## src/rtl/fifo_wide_to_narrow.sv

```systemverilog
// -----------------------------------------------------------------------------
// fifo_wide_to_narrow
//
// Width-down-converting FIFO. IN_W-bit words are buffered in a DEPTH-entry
// storage array and then emitted as RATIO = IN_W/OUT_W consecutive OUT_W-bit
// chunks through a single output holding register. Both sides use a
// valid/ready handshake. Back-to-back words stream with no idle cycle between
// the last chunk of one word and chunk 0 of the next.
//
// Ports
//   clk        rising-edge clock
//   rst        synchronous, active-high reset
//   flush      synchronous clear of all stored and in-flight data
//   in_valid   producer has a word on in_data
//   in_ready   a word can be accepted (= !full)
//   in_data    IN_W-bit input word
//   out_valid  out_data holds a valid chunk
//   out_ready  consumer accepts the current chunk
//   out_data   current OUT_W-bit chunk
//   out_last   current chunk is the final chunk of its word
//   count      words held in the storage array (holding register excluded)
//   full       count == DEPTH
//   empty      count == 0 and no chunk pending at the output
//
// Parameters
//   IN_W       input word width, an integer multiple of OUT_W
//   OUT_W      output chunk width
//   DEPTH      storage words, power of two, >= 2
//   MSB_FIRST  0: bits [OUT_W-1:0] go first; 1: bits [IN_W-1:IN_W-OUT_W] first
// -----------------------------------------------------------------------------
module fifo_wide_to_narrow #(
  parameter int IN_W      = 128,
  parameter int OUT_W     = 32,
  parameter int DEPTH     = 16,
  parameter bit MSB_FIRST = 1'b0
) (
  input  logic                     clk,
  input  logic                     rst,
  input  logic                     flush,
  input  logic                     in_valid,
  output logic                     in_ready,
  input  logic [IN_W-1:0]          in_data,
  output logic                     out_valid,
  input  logic                     out_ready,
  output logic [OUT_W-1:0]         out_data,
  output logic                     out_last,
  output logic [$clog2(DEPTH):0]   count,
  output logic                     full,
  output logic                     empty
);

  localparam int RATIO = IN_W / OUT_W;
  localparam int AW    = $clog2(DEPTH);   // storage index width
  localparam int PW    = AW + 1;          // pointer width, MSB is the wrap bit
  localparam int IW    = $clog2(RATIO);   // chunk index width

  localparam logic [IW-1:0] LAST_IDX = IW'(RATIO - 1);
  localparam logic [PW-1:0] PTR_ONE  = PW'(1);
  localparam logic [IW-1:0] IDX_ONE  = IW'(1);

  // Storage and pointers
  logic [IN_W-1:0] mem [DEPTH];
  logic [PW-1:0]   wr_ptr;
  logic [PW-1:0]   rd_ptr;

  // Output stage
  logic [IN_W-1:0] hold_q;
  logic [IW-1:0]   idx_q;
  logic            valid_q;

  // Derived control
  logic            wr_en;
  logic            mem_has_word;
  logic            last_taken;
  logic            load;
  logic [IW-1:0]   sel;

  // NOTE: status comes purely from registered pointers and valid_q, so there
  // is no combinational path from out_ready to in_ready/full/empty. A pop
  // in the same cycle therefore never opens space for a write.
  assign count        = wr_ptr - rd_ptr;
  assign full         = (wr_ptr[AW] != rd_ptr[AW]) &&
                        (wr_ptr[AW-1:0] == rd_ptr[AW-1:0]);
  assign mem_has_word = (wr_ptr != rd_ptr);
  assign empty        = !mem_has_word && !valid_q;
  assign in_ready     = !full;

  assign wr_en      = in_valid && !full;
  assign out_valid  = valid_q;
  assign out_last   = valid_q && (idx_q == LAST_IDX);
  assign last_taken = out_last && out_ready;

  // Refill the holding register when it is idle or its last chunk is being
  // taken this cycle; this is what removes the bubble between words.
  assign load = mem_has_word && (!valid_q || last_taken);

  // With RATIO a power of two, RATIO-1-idx is simply the bitwise inverse.
  assign sel      = MSB_FIRST ? ~idx_q : idx_q;
  assign out_data = hold_q[sel*OUT_W +: OUT_W];

  // NOTE: the storage array has no reset; only the pointers define which
  // entries are live, so clearing it would cost logic for no behaviour.
  always_ff @(posedge clk) begin
    if (!rst && !flush && wr_en) begin
      mem[wr_ptr[AW-1:0]] <= in_data;
    end
  end

  // Pointers and output stage. Flush acts like reset on all datapath state
  // and overrides any write or pop presented in the same cycle.
  always_ff @(posedge clk) begin
    if (rst || flush) begin
      wr_ptr  <= '0;
      rd_ptr  <= '0;
      hold_q  <= '0;
      idx_q   <= '0;
      valid_q <= 1'b0;
    end else begin
      if (wr_en) begin
        wr_ptr <= wr_ptr + PTR_ONE;
      end

      if (load) begin
        hold_q  <= mem[rd_ptr[AW-1:0]];
        idx_q   <= '0;
        valid_q <= 1'b1;
        rd_ptr  <= rd_ptr + PTR_ONE;
      end else if (valid_q && out_ready) begin
        if (out_last) begin
          // Last chunk taken and nothing stored behind it.
          valid_q <= 1'b0;
          idx_q   <= '0;
        end else begin
          idx_q <= idx_q + IDX_ONE;
        end
      end
    end
  end

endmodule
```

## config.mk

```make
export PLATFORM = sky130hd
export DESIGN_NAME = fifo_wide_to_narrow
export DESIGN_NICKNAME = d
export VERILOG_FILES = /design/src/rtl/fifo_wide_to_narrow.sv
export SDC_FILE = /design/constraint.sdc
export NUM_CORES = 2
export LEC_CHECK = 0
export CAP_MARGIN = 10
export CELL_PAD_IN_SITES_DETAIL_PLACEMENT = 1
export CELL_PAD_IN_SITES_GLOBAL_PLACEMENT = 2
export CORE_MARGIN = 2
export CORE_UTILIZATION = 45
export DETAILED_ROUTE_END_ITERATION = 6
export PLACE_DENSITY = 0.71
export SYNTH_ARGS = -nofsm -noshare
export SYNTH_HDL_FRONTEND = slang
export SYNTH_SLANG_ARGS = --single-unit
```

## constraint.sdc

```tcl
create_clock -name clk -period 14.9 [get_ports clk]
set_input_delay 1.49 -clock clk [delete_from_list [all_inputs] [get_ports clk]]
set_output_delay 1.49 -clock clk [all_outputs]
set_load 0.005 [all_outputs]
```

==> results.cfg <==
[timing]
worst_clock_skew_ns = 0.0326
grt_setup_unrepaired = no
timing.final.max_slew_violations = 0
slew-limit-headroom_pct = 22.3
pin_slew_with_the_least_headroom_to_its_limit_ns = 1.17
final.period_utilization_pct = 37.1
setup_viol = 0
fmax_mhz = 181
hold_viol_final = 0
timing.setup.tns_ns = 0
final_critical_path_time_including_i_o_delays_and_setup_ns = 5.53
setup_slack_ns = 9.37

[worst_setup_path]
reg2regPathDepth = 9
worst_flop_to_flop_path_endpoint = mem[12][86]
cp_top_family = buffers and inverters
crit_fanout = 50
timing.setup.critical_path_class = in2reg
critPathSlowestCell = sky130_fd_sc_hd__buf_4
cp.required_ns = 15.34
timing.critical_path.mode_cell = sky130_fd_sc_hd__buf_4
timing.rr.start = rd_ptr[1]
rrSetupSlack_ns = 9.57
startpoint_of_the_worst_setup_timing_path = flush
worstPathCellList = clkdlybuf4s50_1, nor2_4, buf_4, nand3_1, nor2_4, buf_4, buf_4
worst_path_largest_cell_delay_ns = 0.94
cp-start-kind = input port
worstPathBufferInverterCount = 4
worst_setup_path_end_kind = flop
arrival_worst_endpoint_ns = 5.98

[cts]
tritoncts = yes
clock_latency_ns = 0.85
clkSlewWorstSetupHoldPaths_ns = 0.06
cts_root_buf = sky130_fd_sc_hd__clkbuf_16
cts.htree.levels = 4
cts-root-to-sink-buffers = 3
cts_repair_resize_count = 0
post_cts_hold_buffer_count = 0
cts_setup_buffers = 0
clock_sinks = 2189
total_clock_buffers_created_by_cts = 219

[power]
pwr_density_cell_nw_per_um2 = 136
p_leak_nw = 27.9
worst_case_vdd_ir_drop_mv = 0.148

[drt]
dr_total_vias = 41800
drt.antenna.violating_nets = 0
dr.first_iter.drc_count = 4014
detail_route.wl_per_cell_um = 31.9
drt-vias-per-instance = 5.96
wirelength_um = 223000
firstDrtPassIters = 6
route.detailed.drc = 0

[die]
die_w_um = 433
fp.dieArea_um2 = 188000
top_level_pins = 175
standard_cell_rows = 157
die_extent_in_y_um = 433
start_util_pct = 45.3
core_um2 = 183000

[grt]
initial_antenna_violation_count = 40
grt.total_usage_pct = 24.1
gr-usage-met1_pct = 32.9
globalRouteMet2Util_pct = 40.3
globalRoute.totalOverflow = 0
grt_first_pass_wirelength_um = 323000
first_global_vias = 44000
maximum_number_of_pins_on_one_net_before_global_route_repair = 188
grt_most_used_layer = met2
global_route.usage.met3_pct = 3.29

[synthesis]
simple_gate_share_of_the_synthesized_area_pct = 0.321
synth.top_cells.by_area = sky130_fd_sc_hd__edfxtp_1 (74%), sky130_fd_sc_hd__mux4_2 (7.8%), sky130_fd_sc_hd__mux2i_1 (6.2%)
ys.flop_type = sky130_fd_sc_hd__edfxtp_1
synth_top_area_share_pct = 74.1
synth_seq_area_share_pct = 77.5
post_synth_mux_area_share_pct = 14.0
post-synth-top-count-cell = sky130_fd_sc_hd__edfxtp_1
synth_commonest_cells = sky130_fd_sc_hd__edfxtp_1 (2048), sky130_fd_sc_hd__mux2i_1 (514), sky130_fd_sc_hd__mux4_2 (288)
synth-compound-area-share_pct = 5.76
synth_enable_flop_cells = 2048
synthCells = 4133
synthDominantAreaCellType = sky130_fd_sc_hd__edfxtp_1
synth_adder_area_share_pct = 0.175
synth_async_sr_flop_share_pct = 0
synth-xor-area-share_pct = 0.104
synth_top_family_by_area = multiplexers
synth.avg_cell_area_um2 = 20.1
ys_ff_latch = 2189
post_synth_num_cell_types = 43
syn_area_um2 = 83000
post_synth_net_total = 4277
ys_warn_count = 0

[layout]
post_layout_instance_area_um2 = 94600
postLayoutCoreUtil_pct = 51.7
area_growth_pct = 14.0
post_layout_net_count = 4488
drive_gt1_share_pct = 16.3

[run]
max_cap_violation_count = 0

[placed_design]
placedInstanceArea_um2 = 87000
place.detailed.hpwl_um = 126000
detailedPlace.worstSlack_ns = 8.51
io_buffer_count = 174
gp_congestion = 0.774

[status]
run_status = complete, no violations

[min_path]
timing.hold.worst_endpoint = idx_q[0]
timing.hold.worst_path_depth = 2
timing.hold.worst.class = reg2reg
holdCritStartpoint = out_valid
==> power breakdown <==
part           internal, mW  switching [mW]
combinational         0.114           0.238
sequential             6.75          0.0448
clock                  3.34            2.35
total                  10.2            2.63
==> layout make-up <==
| cell class | instances | area, um^2 |
|---|---|---|
| antenna | 9 | 22.5 |
| clock buffer | 312 | 6130 |
| clock inverter | 105 | 1400 |
| fill | 16300 | 88500 |
| inverter | 9 | 38.8 |
| multi-input combinational | 1666 | 17100 |
| sequential | 2189 | 64300 |
| tap | 2464 | 3080 |
| timing repair buffer | 259 | 2500 |
==> routing by layer <==
| layer | vias to the layer above | routed length, um |
|---|---|---|
| li1 | 17700 | - |
| met1 | 22600 | 92900 |
| met2 | 1270 | 112000 |
| met3 | 312 | 12400 |
| met4 | 6 | 6170 |
| met5 | - | 43 |
==> how the worst max path moves through the flow <==
stage | endpoint | slack, ns | cells past startpoint
2_1_floorplan | mem[3][0] | 3.26 | 4
3_3_place_gp | mem[15][66] | 8.53 | 7
3_5_place_dp | mem[12][18] | 8.51 | 7
4_1_cts | mem[15][66] | 9.40 | 7
5_1_grt | mem[15][66] | 9.23 | 7
6_report | mem[15][66] | 9.37 | 7
==> placed cells by master, fill, tap and decap left out, drive strengths merged, types with 4 or more instances in the layout <==
cell type / instances
a221oi: 128
a21oi: 136
clkdlybuf4s50: 174
dfxtp: 141
inv: 17
nor2: 23
o22ai: 128
edfxtp: 2048
buf: 85
bufinv: 27
nor3: 6
xor2: 4
clkinv: 67
nand2: 6
xnor2: 5
ha: 10
clkbuf: 312
o21ai: 259
mux2i: 514
mux4: 288
diode: 9
a31oi: 129
nand3: 6
==> kinds of logic (layout without fill, tap and decap cells) <==
logic type | count (synthesis) | count (layout)
AND/OR/NAND/NOR | 54 | 54
multiplexers | 803 | 803
XOR/XNOR | 9 | 9
adder cells (fa/ha/maj) | 11 | 11
other | 0 | 9
buffers and inverters | 278 | 685
flip-flops | 2189 | 2189
AO/OA/AOI/OAI | 789 | 789
==> per-stage QoR <==
stage | hold slack [ns] | power [mW] | std cells
after floorplan | 0.496 | 7.05 | 4133
after global placement | 0.532 | 7.27 | 6587
after detailed placement | 0.525 | 7.28 | 6587
after CTS | 0.542 | 12.9 | 7004
after global routing | 0.572 | 13.2 | 7009
final | 0.542 | 12.8 | 7013
==> worst min-delay path, cell delays in order, from the launching register on <==
cell and delay (ns):
sky130_fd_sc_hd__dfxtp_1 0.37, sky130_fd_sc_hd__nand2_1 0.08, sky130_fd_sc_hd__a21oi_1 0.05
==> registers in the layout, summed over array words and instances, names as in the netlist <==
signal,count
hold_q,128
out_valid,1
rd_ptr,5
mem,2048
idx_q,2
wr_ptr,5
Power figures use the tool's default switching activity.
